## src/rtl/wb_port_arbiter.sv

```systemverilog
// Register-file write-port owner: merges pipeline writebacks with in-order load responses,
// tracks outstanding load destinations in a tag FIFO and stalls the pipeline on hazards.
module wb_port_arbiter #(
    parameter int LD_DEPTH = 4
) (
    input  logic        clk_i,
    input  logic        rst_n_i,
    input  logic        pipe_valid_i,
    output logic        pipe_ready_o,
    input  logic [1:0]  pipe_src_i,
    input  logic [4:0]  pipe_rd_i,
    input  logic [31:0] pipe_alu_i,
    input  logic [31:0] pipe_pc_i,
    input  logic [31:0] pipe_pctarget_i,
    input  logic        ld_valid_i,
    output logic        ld_ready_o,
    input  logic [31:0] ld_data_i,
    output logic        rf_we_o,
    output logic [4:0]  rf_waddr_o,
    output logic [31:0] rf_wdata_o,
    output logic [31:0] busy_o,
    output logic        err_o
);

    localparam int PW = (LD_DEPTH > 1) ? $clog2(LD_DEPTH) : 1;
    localparam logic [PW:0] FULL_CNT = (PW+1)'(LD_DEPTH);

    function automatic logic [31:0] pipe_wdata(input logic [1:0]  src,
                                               input logic [31:0] alu,
                                               input logic [31:0] pc,
                                               input logic [31:0] tgt);
        logic [31:0] d;
        case (src)
            2'd0:    d = alu;
            2'd2:    d = pc + 32'd4;
            2'd3:    d = tgt;
            default: d = alu;
        endcase
        return d;
    endfunction

    logic [4:0]    tag_q [LD_DEPTH];
    logic [4:0]    tag_d [LD_DEPTH];
    logic [PW-1:0] wr_ptr_q, wr_ptr_d, rd_ptr_q, rd_ptr_d;
    logic [PW:0]   count_q, count_d;
    logic          skid_valid_q, skid_valid_d;
    logic [4:0]    skid_addr_q, skid_addr_d;
    logic [31:0]   skid_data_q, skid_data_d;
    logic          rf_we_q, rf_we_d;
    logic [4:0]    rf_waddr_q, rf_waddr_d;
    logic [31:0]   rf_wdata_q, rf_wdata_d;
    logic          err_q, err_d;
    logic          ld_ready_q;

    logic [31:0]   busy_s;
    logic [PW-1:0] off_s;
    logic          pipe_ready_s;
    logic          ld_fire_s, pipe_fire_s, pipe_wr_s, push_s, pop_s;
    logic [31:0]   pipe_data_s;
    logic [4:0]    head_s;

    // Scoreboard: one bit per destination of every occupied FIFO slot.
    always_comb begin
        busy_s = 32'd0;
        off_s  = '0;
        for (int i = 0; i < LD_DEPTH; i++) begin
            off_s  = PW'(i) - rd_ptr_q;
            busy_s = busy_s | ((({1'b0, off_s} < count_q)) ? (32'd1 << tag_q[i]) : 32'd0);
        end
        busy_s[0] = 1'b0;
    end

    // Acceptance: a full skid blocks everything; loads need a free tag slot, writes no WAW hazard.
    always_comb begin
        pipe_ready_s = 1'b0;
        if (skid_valid_q) begin
            pipe_ready_s = 1'b0;
        end else begin
            case (pipe_src_i)
                2'd1:    pipe_ready_s = (count_q != FULL_CNT);
                default: pipe_ready_s = (pipe_rd_i == 5'd0) || !busy_s[pipe_rd_i];
            endcase
        end
    end

    // Port arbitration (load > skid > new pipe write) and tag FIFO update.
    always_comb begin
        tag_d        = tag_q;
        wr_ptr_d     = wr_ptr_q;
        rd_ptr_d     = rd_ptr_q;
        skid_valid_d = skid_valid_q;
        skid_addr_d  = skid_addr_q;
        skid_data_d  = skid_data_q;
        rf_we_d      = 1'b0;
        rf_waddr_d   = rf_waddr_q;
        rf_wdata_d   = rf_wdata_q;

        ld_fire_s   = ld_valid_i & ld_ready_q;
        pipe_fire_s = pipe_valid_i & pipe_ready_s;
        push_s      = pipe_fire_s & (pipe_src_i == 2'd1);
        pipe_wr_s   = pipe_fire_s & (pipe_src_i != 2'd1) & (pipe_rd_i != 5'd0);
        pop_s       = ld_fire_s & (count_q != '0);
        pipe_data_s = pipe_wdata(pipe_src_i, pipe_alu_i, pipe_pc_i, pipe_pctarget_i);
        head_s      = tag_q[rd_ptr_q];
        err_d       = err_q | (ld_fire_s & (count_q == '0));

        if (ld_fire_s) begin
            if (pop_s) begin
                rf_we_d    = (head_s != 5'd0);
                rf_waddr_d = head_s;
                rf_wdata_d = ld_data_i;
            end else begin
                rf_we_d = 1'b0;
            end
            // The port is taken; an accepted pipe write waits one slot in the skid.
            if (pipe_wr_s) begin
                skid_valid_d = 1'b1;
                skid_addr_d  = pipe_rd_i;
                skid_data_d  = pipe_data_s;
            end else begin
                skid_valid_d = skid_valid_q;
            end
        end else if (skid_valid_q) begin
            rf_we_d      = 1'b1;
            rf_waddr_d   = skid_addr_q;
            rf_wdata_d   = skid_data_q;
            skid_valid_d = 1'b0;
        end else if (pipe_wr_s) begin
            rf_we_d    = 1'b1;
            rf_waddr_d = pipe_rd_i;
            rf_wdata_d = pipe_data_s;
        end else begin
            rf_we_d = 1'b0;
        end

        if (push_s) begin
            tag_d[wr_ptr_q] = pipe_rd_i;
            wr_ptr_d        = wr_ptr_q + 1'b1;
        end else begin
            wr_ptr_d = wr_ptr_q;
        end
        if (pop_s) begin
            rd_ptr_d = rd_ptr_q + 1'b1;
        end else begin
            rd_ptr_d = rd_ptr_q;
        end
        count_d = count_q + {{PW{1'b0}}, push_s} - {{PW{1'b0}}, pop_s};
    end

    // State registers with synchronous active-low reset.
    always_ff @(posedge clk_i) begin
        if (!rst_n_i) begin
            for (int i = 0; i < LD_DEPTH; i++) begin
                tag_q[i] <= 5'd0;
            end
            wr_ptr_q     <= '0;
            rd_ptr_q     <= '0;
            count_q      <= '0;
            skid_valid_q <= 1'b0;
            skid_addr_q  <= 5'd0;
            skid_data_q  <= 32'd0;
            rf_we_q      <= 1'b0;
            rf_waddr_q   <= 5'd0;
            rf_wdata_q   <= 32'd0;
            err_q        <= 1'b0;
            ld_ready_q   <= 1'b0;
        end else begin
            tag_q        <= tag_d;
            wr_ptr_q     <= wr_ptr_d;
            rd_ptr_q     <= rd_ptr_d;
            count_q      <= count_d;
            skid_valid_q <= skid_valid_d;
            skid_addr_q  <= skid_addr_d;
            skid_data_q  <= skid_data_d;
            rf_we_q      <= rf_we_d;
            rf_waddr_q   <= rf_waddr_d;
            rf_wdata_q   <= rf_wdata_d;
            err_q        <= err_d;
            ld_ready_q   <= 1'b1;
        end
    end

    assign pipe_ready_o = pipe_ready_s;
    assign ld_ready_o   = ld_ready_q;
    assign rf_we_o      = rf_we_q;
    assign rf_waddr_o   = rf_waddr_q;
    assign rf_wdata_o   = rf_wdata_q;
    assign busy_o       = busy_s;
    assign err_o        = err_q;

endmodule
```

## config.mk

```make
export PLATFORM = sky130hd
export DESIGN_NAME = wb_port_arbiter
export DESIGN_NICKNAME = d
export VERILOG_FILES = /design/src/rtl/wb_port_arbiter.sv
export SDC_FILE = /design/constraint.sdc
export NUM_CORES = 1
export LEC_CHECK = 0
export CORE_ASPECT_RATIO = 0.75
export CORE_UTILIZATION = 45
export DETAILED_ROUTE_END_ITERATION = 10
export PLACE_DENSITY_LB_ADDON = 0.25
export SYNTH_ARGS = -nofsm -noshare
export SYNTH_HDL_FRONTEND = slang
export SYNTH_SLANG_ARGS = --single-unit
```

## constraint.sdc

```tcl
create_clock -name clk_i -period 4.8 [get_ports clk_i]
set_input_delay 0.48 -clock clk_i [delete_from_list [all_inputs] [get_ports clk_i]]
set_output_delay 0.48 -clock clk_i [all_outputs]
set_load 0.01 [all_outputs]
```

==> impl_metrics.py, run 1 <==
metrics = {
    "yosys": {
        "synth-edff-count": 0,
        "synthSimpleGateAreaFrac_pct": 26.7,
        "syn-instance-count": 1080,
        "netlist.area_leader.share_pct": 25.3,
        "synth_compound_area_share_pct": 22.9,
        "yosysWarnings": 0,
        "synthAdderAreaFrac_pct": 1.90,
        "synth_top_family_by_area": "simple AND/OR/NAND/NOR gates",
        "synth-seq-cells": 105,
        "ys.flop_type": "dfxtp_1",
        "ys_seq_area_share_pct": 25.3,
        "synth_cell_types": 83,
        "syn_avg_cell_area_um2": 7.69,
        "synth_xor_area_share_pct": 3.48,
        "synthArstFlopShare_pct": 0,
        "synth_area_leader_cell": "dfxtp_1",
        "yosys-top-cells-area": "dfxtp_1, mux2i_1, nand2_1",
        "synth.net_count": 1231,
        "synth_area_um2": 8310,
        "synthMuxAreaShare_pct": 13.7,
    },
    "global_route": {
        "grt_util_all_layers_pct": 33.5,
        "grt_max_degree": 112,
        "grt_pass1_wl_um": 48900,
        "antenna_found_initial": 0,
        "grt_pass1_vias": 8349,
        "grt-ovfl-total": 0,
    },
    "timing": {
        "finalSetupViolations": 0,
        "tightest_slew_ns": 1.22,
        "fin_tns_setup_ns": 0,
        "min_period_ns": 4.37,
        "skew_ns": 0.0127,
        "max_clock_freq_mhz": 229,
        "maxSlewViolCount": 0,
        "hold_viol": 0,
        "slew_headroom_pct": 18.0,
        "final.period_utilization_pct": 91.1,
        "rsz0062_at_grt": "no",
    },
    "finish": {
        "nNetsFinal": 1423,
        "final_util_pct": 62.1,
        "layout_common_cells": "nand2_1, clkdlybuf4s50_1, dfxtp_1",
        "num_antenna_cells": 0,
        "drive_gt1_share_pct": 9.57,
        "area_growth_pct": 33.5,
        "layout_commonest_cell": "nand2_1",
    },
    "clock_network": {
        "cts_hold_repair.buffers": 0,
        "cts-root-buf": "clkbuf_16",
        "cts.path.max_buffers": 2,
        "htree_levels": 3,
        "path_clk_slew_ns": 0.06,
        "cts_tree": "done",
        "cts_buffers": 9,
        "clock-sinks": 105,
        "clk_latency_ns": 0.35,
    },
    "critical_path": {
        "worstPathRequired_ns": 4.32,
        "crit_fanout": 5,
        "path_class": "reg2out",
        "critPathLaunch": "count_q[1]",
        "max_stage_delay_ns": 0.76,
        "r2r-start": "count_q[1]",
        "cp.arrival_ns": 3.89,
        "cp_slowest_cell": "a2111oi_1",
        "startpoint_type": "register",
        "endpoint_kind": "output pin",
        "path_cells": "inv_1 -> ha_1 -> and2b_2 -> a211o_1 -> buf_4 -> nor3_2 -> a221oi_1 -> a2111oi_1 -> or4_4 -> nand3_2 -> nor2_2 -> a211oi_1 -> dlymetal6s2s_1",
    },
    "routing": {
        "detail-route-antenna-nets": 0,
        "drc": 0,
        "drt-wirelength-per-cell_um": 21.8,
        "drtPass1Iterations": 8,
        "vias": 9321,
        "drt-vias-per-instance": 6.14,
        "drt-total-wl_um": 33100,
        "drt_iter0_drc": 1186,
    },
    "run": {
        "maxCapViolCount": 0,
    },
    "die": {
        "rows": 42,
        "core_um2": 17900,
        "die_width_um": 159,
        "die_area_um2": 19000,
        "die_h_um": 120,
        "initial_core_util_pct": 46.5,
        "ios": 212,
    },
    "power": {
        "leakagePower_nw": 4.11,
        "total_power_mw": 2.88,
        "max-vdd-ir-drop_v": 0.000219,
        "p_per_area_nw_per_um2": 260,
    },
    "min_path": {
        "min-delay-start": "skid_addr_q[3]",
        "hp-class": "reg2reg",
    },
    "outcome": {
        "status": "complete, no violations",
    },
    "placed_design": {
        "io_buffer_count": 210,
        "dp_hpwl_um": 25800,
        "place_congestion": 1.05,
    },
}
[final cells by class]
class | instances | area [um^2]
clock buffer | 9 | 225
multi-input combinational | 863 | 5750
fill | 1557 | 6780
timing repair buffer | 261 | 2500
inverter | 32 | 120
clock inverter | 5 | 82.6
tap | 242 | 303
sequential | 105 | 2100
[cells by family after synthesis]
group / after synthesis
other: 1
buffers and inverters: 112
adder cells (fa/ha/maj): 12
AO/OA/AOI/OAI: 247
flip-flops: 105
XOR/XNOR: 33
multiplexers: 106
AND/OR/NAND/NOR: 464
[worst paths after layout]
kind | endpoint | slack, ns | depth (start not counted)
setup / recovery | pipe_ready_o | 0.43 | 13
hold / removal | skid_addr_q[3] | 0.46 | 2
setup reg to reg | rf_wdata_o[3] | 0.65 | 14
hold reg to reg | skid_addr_q[3] | 0.46 | 2
[metal layers]
layer  share of wire [%]  global-route usage (%)  vias to the layer above
met5                0.15                    2.14                        -
met4                 1.4                    5.23                        2
met3                  13                    10.4                       53
met2                  41                    47.1                      555
met1                  45                    49.7                     4434
li1                    -                       -                     4277
[worst max-delay path, delay by kind of cell, from the launching register on]
family,cells,cell delay (ns)
simple gates,5,0.99
flops,1,0.39
buf+inv,3,0.50
fa+ha+maj,1,0.33
compound gates,4,1.32
[stage by stage]
stage | hold slack [ns] | instance area [um^2] | worst slack, ns | instances
floorplan | 0.430 | 8310 | 1.04 | 1080
global placement | 0.438 | 10700 | 0.362 | 1501
detailed placement | 0.445 | 10700 | 0.369 | 1501
CTS | 0.455 | 11000 | 0.0769 | 1515
global route | 0.470 | 11100 | 0.288 | 1517
finish | 0.456 | 11100 | 0.427 | 1517
[registers in the layout, indices dropped and copies added, names as in the netlist]
signal        cells
rf_wdata_o       32
err_o             1
rd_ptr_q          2
count_q           3
rf_waddr_o        5
skid_addr_q       5
tag_q            20
ld_ready_o        1
wr_ptr_q          2
skid_data_q      32
rf_we_o           1
skid_valid_q      1
[where the power goes]
part           internal, mW  total [mW]  switching [mW]  leakage, nW
sequential            0.947        1.01          0.0659        0.857
combinational         0.494        1.09           0.598         3.12
clock                 0.451       0.778           0.327        0.140
total                  1.89        2.88           0.991         4.11
[Yosys cell counts, types with 3 or more instances]
cell type	n
a2111oi_0	4
a211o_1	8
a211oi_1	4
a211oi_2	3
a21boi_0	20
a21oi_1	12
a221o_1	6
a221oi_1	4
a22oi_1	14
a31oi_1	4
a32oi_1	3
and2_1	12
buf_1	9
buf_4	3
buf_6	8
clkbuf_1	59
dfxtp_1	105
ha_1	11
inv_1	32
mux2_2	14
mux2i_1	87
mux4_2	5
nand2_1	225
nand2b_1	23
nand3_1	47
nand3b_1	13
nand4_1	14
nor2_1	51
nor2b_1	23
nor3_1	19
nor3b_1	4
nor4_1	6
o2111ai_1	11
o211a_1	14
o211ai_1	43
o21ai_0	43
o221a_1	3
o22ai_1	16
o2bb2a_1	4
o2bb2ai_1	3
or2_2	4
or4_1	3
xnor2_1	23
xor2_1	10
[timing repair]
item                                    4_1_cts  5_1_grt
endpoints found under the setup margin        1        1
pin swaps                                     0        2
gates resized for setup                       2        9
buffers inserted                              0        2
gates cloned                                  0        0
(Power assumes the default switching activity.)
==> inputs of run 2 (changes only) <==
--- a/config.mk
+++ b/config.mk
@@ -8,6 +8,7 @@
 export CORE_ASPECT_RATIO = 0.75
 export CORE_UTILIZATION = 45
 export DETAILED_ROUTE_END_ITERATION = 10
+export MAX_ROUTING_LAYER = met4
 export PLACE_DENSITY_LB_ADDON = 0.25
 export SYNTH_ARGS = -nofsm -noshare
 export SYNTH_HDL_FRONTEND = slang
==> impl_metrics.py, run 2 (synthesis gave the netlist of run 1 again) <==
metrics = {
    "run": {
        "maxCapViolCount": 0,
    },
    "placed_design": {
        "io_buffer_count": 210,
        "place_area_um2": 10600,
        "dp_hpwl_um": 25200,
        "place_congestion": 1.10,
    },
    "critical_path": {
        "path_class": "reg2out",
        "crit_fanout": 11,
        "startpoint_type": "register",
        "endpoint_kind": "output pin",
        "worstPathRequired_ns": 4.32,
        "cp.arrival_ns": 3.93,
    },
    "finish": {
        "area_growth_pct": 31.9,
        "nNetsFinal": 1408,
        "layout_commonest_cell": "nand2_1",
        "layout_common_cells": "nand2_1, clkdlybuf4s50_1, dfxtp_1",
        "drive_gt1_share_pct": 8.24,
        "num_antenna_cells": 0,
        "stdcell_area_um2": 11000,
    },
    "global_route": {
        "grt_pass1_wl_um": 49000,
        "antenna_found_initial": 0,
        "grt_max_degree": 111,
        "grt_pass1_vias": 8537,
        "grt-ovfl-total": 0,
        "grt_util_all_layers_pct": 34.3,
    },
    "routing": {
        "drt-total-wl_um": 32700,
        "detail-route-antenna-nets": 0,
        "drt-vias-per-instance": 6.10,
        "drc": 0,
        "drtPass1Iterations": 5,
        "drt_iter0_drc": 1045,
        "drt-wirelength-per-cell_um": 21.7,
        "vias": 9172,
    },
    "die": {
        "die_area_um2": 19000,
        "die_width_um": 159,
        "core_um2": 17900,
        "ios": 212,
        "initial_core_util_pct": 46.5,
        "die_h_um": 120,
        "rows": 42,
    },
    "timing": {
        "maxSlewViolCount": 0,
        "skew_ns": 0.0112,
        "min_period_ns": 4.41,
        "hold_viol": 0,
        "tightest_slew_ns": 1.07,
        "max_clock_freq_mhz": 227,
        "rsz0062_at_grt": "no",
        "whs_ns": 0.454,
        "finalSetupViolations": 0,
        "final.period_utilization_pct": 91.8,
        "slew_headroom_pct": 27.9,
        "fin_tns_setup_ns": 0,
    },
    "min_path": {
        "hp-class": "reg2reg",
    },
    "clock_network": {
        "clk_latency_ns": 0.35,
        "clock-sinks": 105,
        "cts.path.max_buffers": 2,
        "cts_buffers": 9,
        "cts_hold_repair.buffers": 0,
        "path_clk_slew_ns": 0.07,
        "htree_levels": 3,
        "cts-root-buf": "clkbuf_16",
        "cts_tree": "done",
    },
    "power": {
        "leakagePower_nw": 4.04,
        "total_power_mw": 2.84,
        "max-vdd-ir-drop_v": 0.000215,
        "p_per_area_nw_per_um2": 259,
    },
    "outcome": {
        "status": "complete, no violations",
    },
}
==> run 2: cell type report <==
class | instances | area (um^2)
inverter | 32 | 120
clock inverter | 6 | 72.6
tap | 242 | 303
fill | 1606 | 6910
timing repair buffer | 246 | 2390
sequential | 105 | 2100
multi-input combinational | 863 | 5730
clock buffer | 10 | 239
==> run 2: path summary, 6_finish.rpt <==
check                   from         endpoint  slack, ns  depth (start not counted)
min reg2reg  skid_data_q[27]  skid_data_q[27]       0.45                          2
max reg2reg      rd_ptr_q[1]    rf_wdata_o[3]       0.68                         15
min          skid_data_q[27]  skid_data_q[27]       0.45                          2
max              rd_ptr_q[1]     pipe_ready_o       0.39                         15
==> run 2: metal layers <==
layer / wire, um / vias to the layer above / GRT usage (%)
met5: 0 / - / -
met2: 13400 / 499 / 46.9
li1: - / 4257 / -
met1: 15000 / 4362 / 48.1
met4: 503 / 0 / 6.67
met3: 3810 / 54 / 12.0
==> run 2: power by group <==
part	total [mW]	internal [mW]	leakage [nW]	switching [mW]
combinational	1.06	0.484	3.03	0.572
sequential	1.01	0.946	0.857	0.0624
clock	0.776	0.427	0.155	0.349
==> run 2: what timing repair did <==
item / in CTS / in global routing
resized for setup: 1 / 5
buffers inserted: 0 / 0
endpoints found under the setup margin: 1 / 1
pin swaps: 0 / 0
==> run 2: metrics by stage <==
stage | utilization [%] | worst slack, ns | cells
detailed placement | 59.5 | 0.344 | 1488
global placement | 59.5 | 0.357 | 1488
floorplan | - | 1.04 | 1080
finish | 61.3 | 0.392 | 1504
global route | 61.3 | 0.278 | 1504
CTS | 61.2 | 0.0192 | 1504
==> run 2: worst max-delay path: stages, from the launching register on <==
cell,delay [ns]
dfxtp_1,0.36
buf_4,0.19
inv_1,0.06
ha_1,0.33
and2b_1,0.24
a211o_1,0.15
buf_4,0.21
nor3_1,0.12
o41ai_1,0.36
a31oi_1,0.18
buf_4,0.19
a2111oi_4,0.37
o21bai_4,0.24
nor2_2,0.09
a211oi_1,0.25
dlymetal6s2s_1,0.22
